File: src/rtl/vram_arb_pkg.sv
// Shared definitions for the VRAM port arbiter: return-tag encoding and
// host command packing width.
package vram_arb_pkg;

    typedef enum logic [1:0] {
        TAG_NONE  = 2'd0,
        TAG_DISP  = 2'd1,
        TAG_HREAD = 2'd2
    } tag_t;

    // Host command is packed as {we, addr, wdata}.
    function automatic int unsigned cmd_width(input int unsigned aw, input int unsigned dw);
        return 1 + aw + dw;
    endfunction

endpackage

File: src/rtl/vram_cmd_fifo.sv
// In-order host command FIFO; power-of-two depth so pointers wrap naturally.
module vram_cmd_fifo #(
    parameter int unsigned WIDTH = 48,
    parameter int unsigned DEPTH = 4
) (
    input  logic                       clk,
    input  logic                       rst_n,
    input  logic                       push,
    input  logic [WIDTH-1:0]           wdata,
    input  logic                       pop,
    output logic [WIDTH-1:0]           rdata,
    output logic                       full,
    output logic                       empty,
    output logic [$clog2(DEPTH):0]     count
);

    localparam int unsigned PW   = $clog2(DEPTH);
    localparam int unsigned CNTW = PW + 1;

    logic [WIDTH-1:0] store [DEPTH];
    logic [PW-1:0]    wr_ptr;
    logic [PW-1:0]    rd_ptr;
    logic             do_push;
    logic             do_pop;

    assign full    = (count == CNTW'(DEPTH));
    assign empty   = (count == '0);
    assign do_push = push && !full;
    assign do_pop  = pop && !empty;
    assign rdata   = store[rd_ptr];

    always_ff @(posedge clk or negedge rst_n) begin
        if (!rst_n) begin
            wr_ptr <= '0;
            rd_ptr <= '0;
            count  <= '0;
        end else begin
            if (do_push) wr_ptr <= wr_ptr + 1'b1;
            if (do_pop)  rd_ptr <= rd_ptr + 1'b1;
            case ({do_push, do_pop})
                2'b10:   count <= count + 1'b1;
                2'b01:   count <= count - 1'b1;
                default: count <= count;
            endcase
        end
    end

    always_ff @(posedge clk) begin
        if (do_push) store[wr_ptr] <= wdata;
    end

endmodule

File: src/rtl/vram_port_arbiter.sv
// Single-port VRAM sharing: display fetches always win, host commands are
// queued and drained into idle cycles (optionally only during blanking).
module vram_port_arbiter
    import vram_arb_pkg::*;
#(
    parameter int unsigned AW         = 15,
    parameter int unsigned DW         = 32,
    parameter int unsigned FIFO_DEPTH = 4,
    parameter int unsigned BLANK_ONLY = 0,
    parameter int unsigned CW         = 16
) (
    input  logic          i_clk,
    input  logic          i_rst_n,
    input  logic          i_de,
    input  logic          disp_req,
    input  logic [AW-1:0] disp_addr,
    output logic [DW-1:0] disp_q,
    input  logic          host_valid,
    output logic          host_ready,
    input  logic          host_we,
    input  logic [AW-1:0] host_addr,
    input  logic [DW-1:0] host_wdata,
    output logic          host_rvalid,
    output logic [DW-1:0] host_rdata,
    output logic          mem_en,
    output logic          mem_we,
    output logic [AW-1:0] mem_addr,
    output logic [DW-1:0] mem_wdata,
    input  logic [DW-1:0] mem_rdata,
    input  logic          stat_clr,
    output logic [CW-1:0] stat_blocked
);

    localparam int unsigned CMD_W = cmd_width(AW, DW);

    logic [CMD_W-1:0]              head;
    logic                          head_we;
    logic [AW-1:0]                 head_addr;
    logic [DW-1:0]                 head_wdata;
    logic                          full;
    logic                          empty;
    logic [$clog2(FIFO_DEPTH):0]   count;
    logic                          push;
    logic                          pop;
    logic                          host_slot;
    tag_t                          tag;
    tag_t                          tag_nxt;
    logic [DW-1:0]                 disp_hold;

    assign host_ready = !full;
    assign push       = host_valid && host_ready;
    assign host_slot  = (BLANK_ONLY == 0) || !i_de;
    assign {head_we, head_addr, head_wdata} = head;

    vram_cmd_fifo #(
        .WIDTH (CMD_W),
        .DEPTH (FIFO_DEPTH)
    ) u_fifo (
        .clk   (i_clk),
        .rst_n (i_rst_n),
        .push  (push),
        .wdata ({host_we, host_addr, host_wdata}),
        .pop   (pop),
        .rdata (head),
        .full  (full),
        .empty (empty),
        .count (count)
    );

    always_comb begin
        mem_en    = 1'b0;
        mem_we    = 1'b0;
        mem_addr  = '0;
        mem_wdata = '0;
        pop       = 1'b0;
        tag_nxt   = TAG_NONE;
        if (disp_req) begin
            mem_en   = 1'b1;
            mem_addr = disp_addr;
            tag_nxt  = TAG_DISP;
        end else if (!empty && host_slot) begin
            pop       = 1'b1;
            mem_en    = 1'b1;
            mem_we    = head_we;
            mem_addr  = head_addr;
            mem_wdata = head_wdata;
            tag_nxt   = head_we ? TAG_NONE : TAG_HREAD;
        end
    end

    always_ff @(posedge i_clk or negedge i_rst_n) begin
        if (!i_rst_n) begin
            tag          <= TAG_NONE;
            disp_hold    <= '0;
            stat_blocked <= '0;
        end else begin
            tag <= tag_nxt;
            if (tag == TAG_DISP) disp_hold <= mem_rdata;
            if (stat_clr)
                stat_blocked <= '0;
            else if ((count != '0) && !pop && (stat_blocked != '1))
                stat_blocked <= stat_blocked + 1'b1;
        end
    end

    // Read data arrives one cycle after issue, so returns are steered by the
    // registered tag straight from mem_rdata; disp_q holds between fetches.
    assign disp_q      = (tag == TAG_DISP) ? mem_rdata : disp_hold;
    assign host_rvalid = (tag == TAG_HREAD);
    assign host_rdata  = host_rvalid ? mem_rdata : '0;

endmodule

File: config.mk
export PLATFORM = sky130hd
export DESIGN_NAME = vram_port_arbiter
export DESIGN_NICKNAME = d
export VERILOG_FILES = /design/src/rtl/vram_arb_pkg.sv /design/src/rtl/vram_cmd_fifo.sv /design/src/rtl/vram_port_arbiter.sv
export SDC_FILE = /design/constraint.sdc
export NUM_CORES = 1
export LEC_CHECK = 0
export CAP_MARGIN = 20
export CORE_AREA = 5 5 176 127
export DETAILED_ROUTE_END_ITERATION = 7
export DIE_AREA = 0 0 181 132
export PLACE_DENSITY = 0.86
export SLEW_MARGIN = 20
export SYNTH_ARGS = -nofsm -noshare
export SYNTH_HDL_FRONTEND = slang
export SYNTH_SLANG_ARGS = --single-unit
File: constraint.sdc
create_clock -name i_clk -period 2.89 [get_ports i_clk]
set_input_delay 0.289 -clock i_clk [delete_from_list [all_inputs] [get_ports i_clk]]
set_output_delay 0.289 -clock i_clk [all_outputs]
set_load 0.1 [all_outputs]
# Word-level counts from Yosys, hierarchy flattened
# Memory sizes are Yosys's and may differ from the RTL's.
# Index checks and enable logic that the tools add are counted.
# op_classes
bitwise_logic,0
eq_ne,6
n_mux,19
reduce_logical,12
add_sub_neg,5
n_lt_le_gt_ge,0
n_div,0
shift,0
mul,0
# ops
op,count
32-bit two-way mux,4
16-bit two-way mux,2
15-bit two-way mux,2
16-bit by 1-bit adder with 16-bit output (second input constant),1
16-bit != test (second input constant),1
1-bit two-way mux,7
2-bit two-way mux,3
3-bit case mux with 2 select lines,1
1-bit logical AND,5
2-bit by 1-bit adder with 2-bit output (second input constant),2
2-bit by 1-bit equality test with 1-bit output (second input constant),2
2-bit equality test (second input constant),2
2-bit nonzero test,2
3-bit by 1-bit adder with 3-bit output (second input constant),1
3-bit equality test (second input constant),1
1-bit logical NOT,3
3-bit logical NOT,1
3-bit nonzero test,1
3-bit by 1-bit subtractor with 3-bit output (second input constant),1
# totals
mem_bits_ro,0
n_memories,1
wordCells,49
latchBits,0
reg_bits,57
ramBits,192
# mem_list
name,depth,word_bits,read_ports,rd_ports_with_merged_regs,write_ports,line,text
u_fifo.store,4,48,1,0,1,vram_cmd_fifo.sv:20,logic [WIDTH-1:0] store [DEPTH];

# Longest topological paths before layout
# Gate-level depths: netlist of the first run.
# logic_depth
depth_word,8
ltp_mapped,10

# Cells and area by module
# A second synthesis of the first run with hierarchy kept.
# unflattened
hier_cells,564
hier_area_um2,10223.6
# modules_own_cells
mod,area_per_inst_um2,cells_per_inst,instances,seq_area_each_um2
vram_cmd_fifo,7407.1,288,1,5940.7
vram_port_arbiter,2816.5,276,1,1251.2

# Worst setup path after synthesis of the first run
# Ideal clock, no wire load.
# synth_timing
kind,flip-flop to flip-flop
start,register u_fifo.count[0]
end,memory u_fifo.store[0][0] (enable)
setup_slack_ps,-165
setup_ps,411
stages_incl_launch_ff,4
period_less_slack_ps,3055
arrival_time_ps,2644
required_ps,2479
path_cell_list,dfrtp_1 -> inv_1 -> nand3_1 -> and3_1
# synth_between
elab_chain_cells,6
# synth_lines
item,line,text
from (decl),vram_cmd_fifo.sv:14,output logic [$clog2(DEPTH):0] count
from (signal assigned),vram_cmd_fifo.sv:41,2'b10: count <= count + 1'b1;
from (signal assigned),vram_cmd_fifo.sv:42,2'b01: count <= count - 1'b1;
from (signal assigned),vram_cmd_fifo.sv:43,default: count <= count;
3-bit equality test (*),vram_cmd_fifo.sv:26,assign full = (count == CNTW'(DEPTH));
1-bit logical NOT (*),vram_port_arbiter.sv:50,assign host_ready = !full;
via host_ready,vram_port_arbiter.sv:19,"output logic host_ready,"
1-bit logical AND,vram_port_arbiter.sv:51,assign push = host_valid && host_ready;
1-bit logical AND (*),vram_cmd_fifo.sv:28,assign do_push = push && !full;
1-bit two-way mux (*),vram_cmd_fifo.sv:49,if (do_push) store[wr_ptr] <= wdata;
1-bit two-way mux (not written as such) (*),vram_cmd_fifo.sv:49,
to (decl),vram_cmd_fifo.sv:20,
# Mark *: on every way through the listed nets, which the timed path passes. The rest lies on a longest branch.

# Worst setup path in the final report of the first run
# layout_timing
start,register u_fifo.rd_ptr[0]
end,output mem_addr[12]
# layout_between
elab_chain_cells,3
# layout_lines
item,line,text
from (decl),vram_cmd_fifo.sv:22,logic [PW-1:0] rd_ptr;
from (signal assigned),vram_cmd_fifo.sv:39,if (do_pop) rd_ptr <= rd_ptr + 1'b1;
memory 4 x 48 bit,--,
15-bit two-way mux,vram_port_arbiter.sv:81,end else if (!empty && host_slot) begin
15-bit two-way mux,vram_port_arbiter.sv:77,if (disp_req) begin
to (decl),vram_port_arbiter.sv:27,"output logic [AW-1:0] mem_addr,"
# No other way between the ends.

==> results.md, run 1 <==
- The most repeated library cell on the critical path is sky130_fd_sc_hd__buf_12.
- Walking the worst path, the cells encountered are buf_12 > mux4_2 > a22o_1 > buf_12.
- The number of synthesized register bits is about 250.
- The remaining max-slew budget at the tightest pin is 42.8%.
- The number of max-cap violations is 0.
- Subtracting the final worst setup slack from the clock period gives between 2000 and 3000 ps.
- At the worst endpoint, the required time is 2600 ps.
- The number of setup buffers added after CTS is 0.
- The floorplan has 44 rows.
- The share of synthesized flip-flops with an asynchronous set or reset is 22.9%.
- The post-synthesis share of cell area spent on and, or, nand and nor gates is 7.48%.
- The adder-cell area share of the yosys netlist is 0.941%.
- The data arrival time of the critical path is 2380 ps.
- The cell area that synthesis handed to floorplanning was approximately 10,000 um^2.
- The per-instance average area after synthesis is 18.0 um^2.
- By area the synthesized netlist is led by sky130_fd_sc_hd__edfxtp_1, sky130_fd_sc_hd__dfrtp_1, sky130_fd_sc_hd__mux4_2, sky130_fd_sc_hd__mux2_2, sky130_fd_sc_hd__and2_1.
- Buffers inserted to repair hold after CTS numbered 1.
- For this run, the detailed router's first-pass iteration total came to 5.
- The floorplan die width is roughly 180 um.
- In the final layout, the share of cells above drive strength 1 is about 34%.
- During synthesis, Yosys emitted a total of 0 warnings.
- The fraction of synthesized area in multiplexers is around 15%.
- On the critical path, the stage with the largest delay is an instance of sky130_fd_sc_hd__dfrtp_4.
- In this run the deepest clock path goes through 3 buffers.
- The most used flip-flop cell after synthesis is sky130_fd_sc_hd__edfxtp_1.
- After clock tree synthesis, the clock-pin slew on the worst setup and hold paths is 60 ps.
- The worst setup path is of the reg -> out kind.
- The die covers approximately 24,000 um^2.
- After detailed routing, the met2 layer carries 11.3 mm of wire.
- The cell depth of the worst flop-to-flop path is 10.
- 0 antenna diodes ended up in the layout.
- Once layout is complete, the utilization of the core stands at between 70% and 80%.
- The via count is 5,963.
- The global placer's final weighted congestion is 0.853.
- The quantity of gates resized following cts is 0.
- For this run, the slowest stage of the critical path takes around 660 ps.
- The quantity of I/O buffers inserted on ports is 230.
- The distinct cell type count of the synthesized netlist is 40.
- The number of H-tree levels is 1.
- Summing internal, switching and leakage power gives 16,500 uW.
- The number of standard cells after synthesis is 560.
- The global-route wire length before repair is between 30 and 40 mm.
- Summing all placed instances gives a cell area of 13,500 um^2.
- The cell count of the worst hold path is 1.
- The share of synthesized area in the top cell type comes to 57.1%.
- The commonest non-fill, non-tap cell in the layout is sky130_fd_sc_hd__edfxtp_1.
- Setup violations remaining at the end of the flow were counted as 0.
- The maximum resistive drop on vdd is 0.555 mV.
- The biggest area contributor in the post-synthesis netlist is sky130_fd_sc_hd__edfxtp_1.
- STA classifies the critical path endpoint as an output port.
- By area, the combinational part of the netlist is dominated by multiplexers.
- Measured along the y axis, the die boundary spans 132 um.
- Setup repair after global routing left no endpoint under its margin.
- Synthesis produced a netlist with a net count of 668.
- The number of nets in the layout is 912.
- Dividing the detail-routed wire length by the instance count gives 20.8 um.
- For flop-to-flop paths, the worst setup slack is roughly 660 ps.
- The post-synthesis sequential area ratio is a little under three quarters.
- The nature of the critical path startpoint is a register.
- In this run the most critical hold path is launched from host_wdata[2].
- The number of buffers created by CTS is 24.
- Leaving out fill and tap cells, the most frequent cells in the layout are sky130_fd_sc_hd__edfxtp_1, sky130_fd_sc_hd__clkdlybuf4s50_1, sky130_fd_sc_hd__buf_12, sky130_fd_sc_hd__and2_1, sky130_fd_sc_hd__buf_4.
- The top metal layer carrying routed signals is met4.
- The total leakage power is 0.00528 uW.
- The detailed-routing wirelength on met1 is about 9.5 mm.
- The relative area change from synthesis to final layout is 42.4%.
- The sum of net half-perimeters after detailed placement is 15.4 mm.
- The wire length after detailed routing is 22.9 mm.
- The maximum number of pins on one net before global-route repair is 49.
- The cell sitting at the root of the clock tree is a sky130_fd_sc_hd__clkbuf_16.
- The reg-to-reg endpoint is u_fifo.count[2].
- The via count of the first global-routing pass is 6,156.
- The number of enable-type register cells in the synthesized netlist is between 150 and 200.
- In this run the count of I/O pins placed on the die edge is approximately 230.
- The initial antenna violation count is 0.
- The final cycle utilization of the critical path is 92.3%.
- The number of clock sinks is 249.
- The compound-gate portion of the synthesized area is between 2 and 3%.
- The xor/xnor cell area share of the yosys netlist is 0.520%.
- The clock reaches the later pin of the worst-skew pair after 510 ps.
- In this run the worst hold path is classified as in -> reg.
- Using the TritonRoute via totals, the vias-per-cell ratio works out to 5.43.
- The detail route stage leaves a number of antenna-violating nets equal to 0.
- The TritonCTS clock tree is built.
- The number of slew-limit violations in the final report is 0.
- Between clock sinks in the finished design, the worst skew comes to 12.9 ps.
- The run finished with clean final reports.
- At the pin with the least slew margin, the transition time is 852 ps.
- The biggest fanout along the worst timing path is 17.
- The destination of the worst hold path is u_fifo.store[0][2].
- Dividing total power by cell area gives a power density of 1150 nW/um^2.
- The met3 wire length is around 1.5 mm.
- The startpoint of the worst register-to-register path is u_fifo.count[0].
- Summed over all layers, the global routing overflow is 0.
- Across every metal layer, demand over resource in global routing totals a little under a fifth.
- The achievable frequency is ~0.37 GHz.
- Summed over all failing endpoints, the final setup total negative slack is 0 ps.
- The filler cell count is around 1.3k.
- Hold is met by 416 ps.
- The initial utilization of the core area, before any placement, comes to 49.5%.
- The total core area is 20,400 um^2.
- The final-report hold violation count is 0.
- The summed area of non-filler cells in the final layout is about 14,000 um^2.
- For this block, the initial DRC count from the detailed router was 586.
- For this run, design rule violations remaining after detail routing come to 0.
worst max-delay path, delay by kind of cell (launching register included):
kind            cells  cell delay (ps)
flops               1              660
mux                 1              560
buf+inv             2              400
compound gates      1              250
final cells by class:
| cell class | instances | area [um^2] | area share [%] |
|---|---|---|---|
| Clock buffer | 30 | 644 | 4.48 |
| Clock inverter | 14 | 186 | 1.30 |
| Inverter | 8 | 30.0 | 0.209 |
| Multi-Input combinational cell | 275 | 2780 | 19.3 |
| Sequential cell | 249 | 7200 | 50.0 |
| Tap cell | 276 | 345 | 2.40 |
| Timing Repair Buffer | 246 | 3210 | 22.3 |
per-stage QoR:
step,cells,setup WS (ps)
detailed placement,1053,430
CTS,1098,144
finish,1098,223
floorplan,560,160
global placement,1053,441
global route,1098,97.5
power by group:
part	switching (uW)	internal, uW
clock	1260	2020
combinational	5430	2850
sequential	280	4690
Yosys cell counts (3+ instances only):
cell	instances
sky130_fd_sc_hd__nor2_1	12
sky130_fd_sc_hd__a22o_1	15
sky130_fd_sc_hd__and2_1	67
sky130_fd_sc_hd__clkbuf_1	17
sky130_fd_sc_hd__ha_1	6
sky130_fd_sc_hd__edfxtp_1	192
sky130_fd_sc_hd__buf_1	4
sky130_fd_sc_hd__mux2_2	41
sky130_fd_sc_hd__a21oi_1	9
sky130_fd_sc_hd__inv_1	8
sky130_fd_sc_hd__mux4_2	48
sky130_fd_sc_hd__xnor2_1	4
sky130_fd_sc_hd__o31ai_1	3
sky130_fd_sc_hd__nand3_1	6
sky130_fd_sc_hd__nor3_1	6
sky130_fd_sc_hd__nand2_1	12
sky130_fd_sc_hd__a211oi_1	3
sky130_fd_sc_hd__and3_1	5
sky130_fd_sc_hd__dfrtp_1	57
sky130_fd_sc_hd__nor2b_1	10
sky130_fd_sc_hd__buf_2	6
sky130_fd_sc_hd__or3_1	4
sequential cells by signal (all words and copies together), names as in the netlist:
register,count
u_fifo.store,192
disp_hold,32
stat_blocked,16
u_fifo.count,3
tag,2
u_fifo.rd_ptr,2
u_fifo.wr_ptr,2
worst max path at each step:
stage | from | endpoint | slack [ps] | depth (start not counted)
after floorplan | tag[0] | host_rdata[22] | 160 | 3
after CTS | u_fifo.rd_ptr[0] | mem_wdata[12] | 140 | 4
after global routing | u_fifo.rd_ptr[0] | mem_wdata[12] | 100 | 4
final | u_fifo.rd_ptr[0] | mem_addr[12] | 220 | 4
after detailed placement | disp_req | stat_blocked[10] | 430 | 6
after global placement | disp_req | stat_blocked[12] | 440 | 6
cell families after synthesis:
group | count (synthesis)
AND/OR/NAND/NOR | 132
AO/OA/AOI/OAI | 39
multiplexers | 91
flip-flops | 249
XOR/XNOR | 6
adder cells (fa/ha/maj) | 7
buffers and inverters | 36
routing by layer:
metal / up-vias / track usage [%]
met5: - / 0
met4: 0 / 4.63
met3: 42 / 4.11
met2: 231 / 31.1
met1: 3012 / 25.6
li1: 2678 / -
(Power assumes the default switching activity.)
==> run 2, diff against run 1 <==
Settings changed: CORE_AREA 5 5 176 127 to 5 5 187 135, DIE_AREA 0 0 181 132 to 0 0 192 140, PLACE_DENSITY 0.86 to 0.79, SYNTH_HIERARCHICAL set to 1.
==> run 2 against run 1 <==
Against the previous run:
- hold slack got worse by 15 ps
- count of clock-buffer cells in the layout decreased by 3
- synthesized cell count increased by 0.71%
- core utilization decreased by 8.2 points
- non-clock buffer count increased by 6
- routed wire length increased by 4.4%
- critical endpoint is now mem_wdata[19]
- synthesized area increased by 1.2%
- sequential cell count unchanged
- die area increased by 13%
- first-iteration DRC count decreased by 46%
- sequential power increased by 2%
- total power increased by 0.28%
==> results.md, run 2 <==
- The maximum number of pins on one net before global-route repair was 47 (-4.1%).
- The number of nets in the layout is 920 (+0.88%).
- The largest registers in the layout are u_fifo/store (192), disp_hold (32), stat_blocked (16).
- The number of H-tree levels is 1 (unchanged).
- The slack of the worst reg-to-reg path is 660 ps (about the same).
- The final cycle utilization of the critical path was 92.1% (-0.20 points).
- The synthesized netlist net count is 672 (+0.60%).
- The register area is 7200 um^2 (unchanged).
- The maximum resistive drop on vdd came to 0.886 mV (+60%).
- The total core area is 23,200 um^2 (+14%).
- The endpoint required time on the critical path is 2600 ps (about the same).
- The worst clock skew on the final layout is 18.0 ps (+5.11 ps).
- The transition time at the pin with the least slew margin is 720 ps (-132 ps).
- Setup repair after global routing left no endpoint under its margin.
- The power density of the placed cells is 1150 nW/um^2 (-0.21%).
- The endpoint kind of the worst setup timing path is an output port.
- The multi-input logic area is 2800 um^2 (+0.86%).
- The wire length after detailed routing is 23.9 mm (+4.4%).
- In this run the clock root is driven by a sky130_fd_sc_hd__clkbuf_16.
- The number of DRC violations after detailed routing is 0 (unchanged).
- The via count is 5,921 (-0.70%).
- The worst register-to-register path begins at u_fifo/count[0].
- The boundary pin count came to 232 (unchanged).
- The fraction of synthesized area in multiplexers was 14.8% (-0.62 points).
- The chip height is 140 um (+6.1%).
- The power consumption is 16,600 uW (+0.28%).
- The number of synthesized register bits is 249 (unchanged).
- The average wire length per cell after detail routing is 20.8 um (-0.26%).
- The critical path class is reg -> out.
- The starting density of the core is 44.0% (-5.5 points).
- Leaving out fill and tap cells, the most frequent cells in the layout are sky130_fd_sc_hd__edfxtp_1, sky130_fd_sc_hd__clkdlybuf4s50_1, sky130_fd_sc_hd__buf_12, sky130_fd_sc_hd__buf_4, sky130_fd_sc_hd__and2_1.
- Tracing the worst setup path back leads to its startpoint at u_fifo/count[0].
- The ratio of cells with drive above 1 in the final layout is 35.3% (+1.4 points).
- The sum of net half-perimeters after detailed placement is 16.1 mm (+4.8%).
- The ratio of routed vias to standard cells is 5.15 (-5.1%).
- The data arrival time of the critical path came to 2370 ps (about the same).
- The relative area change from synthesis to final layout is 41.4%.
- The number of optimization iterations in the first detailed-route pass was 5 (unchanged).
- The number of warnings printed during yosys synthesis is 6 (+6).
- The achievable frequency came to 0.376 GHz (+0.22%).
- The distinct cell type count of the synthesized netlist is 45 (+13%).
- The flip-flop count of the largest register, all copies and words added is 192 (unchanged).
- TritonCTS built the clock tree.
- The global routing usage summed across all routing layers came to 17.2% (-1.5 points).
- The global-route wire length before repair is 36.2 mm (+2.2%).
- The largest family of logic cells by synthesized area is multiplexers.
- The row count is 47 (+6.8%).
- The initial detailed-routing violation count came to 319 (-46%).
- The floorplan die width is 192 um (+6.1%).
- The worst-skew pair later-pin latency is 520 ps (about the same).
- By area the synthesized netlist is led by sky130_fd_sc_hd__edfxtp_1, sky130_fd_sc_hd__dfrtp_1, sky130_fd_sc_hd__mux4_2, sky130_fd_sc_hd__and2_1, sky130_fd_sc_hd__mux2_2.
- The number of clock sinks was 249 (unchanged).
- The per-instance average area after synthesis was 18.1 um^2 (+0.47%).
- The share of synthesized flip-flops with an asynchronous set or reset is 22.9% (unchanged).
- The biggest fanout along the worst timing path came to 46 (+29).
- The number of buffers created by CTS is 24 (unchanged).
- The compound-gate portion of the synthesized area is 3.04% (+0.075 points).
- The register with the most flip-flops in the final layout is u_fifo/store.
- The quantity of I/O buffers inserted on ports is 230 (unchanged).
- The initial antenna violation count is 2 (+2).
- The most used flip-flop cell after synthesis is sky130_fd_sc_hd__edfxtp_1.
- The filler cell count is 1,627 (+25%).
- The number of max-cap violations was 0 (unchanged).
- The share of the synthesized area in the top cell type was 56.4% (-0.67 points).
- The commonest non-fill, non-tap cell in the layout is sky130_fd_sc_hd__edfxtp_1.
- The number of standard cells after synthesis was 564 (+0.71%).
- The summed area of non-filler cells in the final layout is 14,500 um^2 (+0.50%).
- The synthesized design spends more area on one cell type than any other, namely sky130_fd_sc_hd__edfxtp_1.
- The die area is 26,900 um^2 (+13%).
- The total grt overflow is 0 (unchanged).
- The netlist area before placement is 10,200 um^2 (+1.2%).
- The post-synthesis sequential area ratio is 70.3% (-0.84 points).
- The final standard cell utilization of the core came to 62.2% (-8.2 points).
- The total leakage power is 0.00528 uW (about the same).
- The xor/xnor cell area share of the yosys netlist is 0.514% (-0.0061 points).
- The remaining max-slew budget at the tightest pin came to 52.0% (+9.3 points).
- Counting instances in the post-synthesis netlist gives the leading cell types as sky130_fd_sc_hd__edfxtp_1, sky130_fd_sc_hd__and2_1, sky130_fd_sc_hd__dfrtp_1, sky130_fd_sc_hd__mux4_2, sky130_fd_sc_hd__mux2_2.
- The setup total negative slack came to 0 ps (unchanged).
- The post-synthesis share of cell area spent on and, or, nand and nor gates was 7.93% (+0.45 points).
- The number of nets with antenna violations after detailed routing is 0 (unchanged).
- The final-report hold violation count came to 0 (unchanged).
- The most common cell in the synthesized netlist is sky130_fd_sc_hd__edfxtp_1.
- The adder-cell area share of the yosys netlist is 0.930% (-0.011 points).
- The number of slew-limit violations in the final report was 0 (unchanged).
- The cell depth of the worst flop-to-flop path is 5 (-5).
- The cell area after placement is 13,600 um^2 (+0.50%).
- The clock-pin slew on the worst setup and hold paths came to 60 ps (about the same).
- The run finished with clean final reports.
- The maximum buffer depth of the clock tree is 3 (unchanged).
- In this run the critical register-to-register path is captured at stat_blocked[9].
- The path class of the tightest hold or removal check is in -> async.
- The final critical delay including setup and external delays is 2660 ps (-5.73 ps).
- The global placer's final weighted congestion is 0.743 (-13%).
- The via count of the first global-routing pass is 6,309 (+2.5%).
- The nature of the critical path startpoint is a register.
- The number of enable-type register cells in the synthesized netlist is 192 (unchanged).
- The final-report setup violation count is 0 (unchanged).
run 2: changes by cell type after synthesis, moves of 3 or more:
cell                       previous run  this run
sky130_fd_sc_hd__nor2_1              12         8
sky130_fd_sc_hd__mux2_2              41        37
sky130_fd_sc_hd__or4_1                2         5
sky130_fd_sc_hd__nor2b_1             10         7
sky130_fd_sc_hd__clkbuf_1            17        14
sky130_fd_sc_hd__buf_12               0         5
sky130_fd_sc_hd__o21ai_0              2         5
sky130_fd_sc_hd__nand3_1              6         3
run 2: how the worst max path moves through the flow:
stage	end	slack [ps]	depth (start not counted)
global placement	stat_blocked[9]	590	5
global route	mem_wdata[12]	80	6
detailed placement	stat_blocked[9]	520	5
floorplan	host_rdata[22]	160	3
finish	mem_wdata[19]	230	6
CTS	mem_addr[2]	50	4
run 2: cell families after synthesis:
| kind of cell | Yosys count |
|---|---|
| and+or+nand+nor | 134 |
| xor gates and xnor gates | 6 |
| AOI/OAI and AO/OA | 42 |
| muxes | 87 |
| buffers and inverters | 39 |
| adders and majority gates | 7 |
| DFF | 249 |
run 2: critical path, stage by stage (launching register included):
cell and delay (ps):
sky130_fd_sc_hd__dfrtp_1 480, sky130_fd_sc_hd__nor3_1 120, sky130_fd_sc_hd__buf_4 180, sky130_fd_sc_hd__nor2_4 100, sky130_fd_sc_hd__buf_4 400, sky130_fd_sc_hd__and2_1 320
sky130_fd_sc_hd__buf_12 210
run 2: layer usage:
layer  GRT usage, %  share of wire [%]  vias up
li1               -                  -     2688
met1           22.9                 41     2953
met2           27.9                 47      242
met3           5.72                 10       36
met4           3.86                1.8        2
met5              0              0.054        -
run 2: repair_timing:
item | CTS | global route
setup endpoints to repair | 0 | 3
gates resized for setup | 0 | 0
buffers inserted | 0 | 1
endpoints found under the hold margin | 28 | 0
hold buffers | 1 | 0
run 2: where the power goes:
group          internal [uW]  switching [uW]  total (uW)
combinational           2870            5450        8320
clock                   1910            1290        3210
sequential              4710             344        5050
total                   9490            7090       16600
run 2: metrics by stage:
| step | setup slack, ps | hold WS, ps | instances |
|---|---|---|---|
| after floorplan | 160 | -6.59 | 564 |
| after global placement | 592 | 383 | 1102 |
| after detailed placement | 516 | 388 | 1102 |
| after CTS | 52.9 | 371 | 1147 |
| after global routing | 79.0 | 382 | 1149 |
| final | 229 | 401 | 1149 |
run 2: final cells by class:
type,instances,share of cell area [%]
well taps,318,2.75
inverters,9,0.234
multi-input cells,276,19.4
diodes,1,0.0173
clock buffers,27,4.30
clock inverters,17,1.35
repair buffers,252,22.2
flip-flops and latches,249,49.8
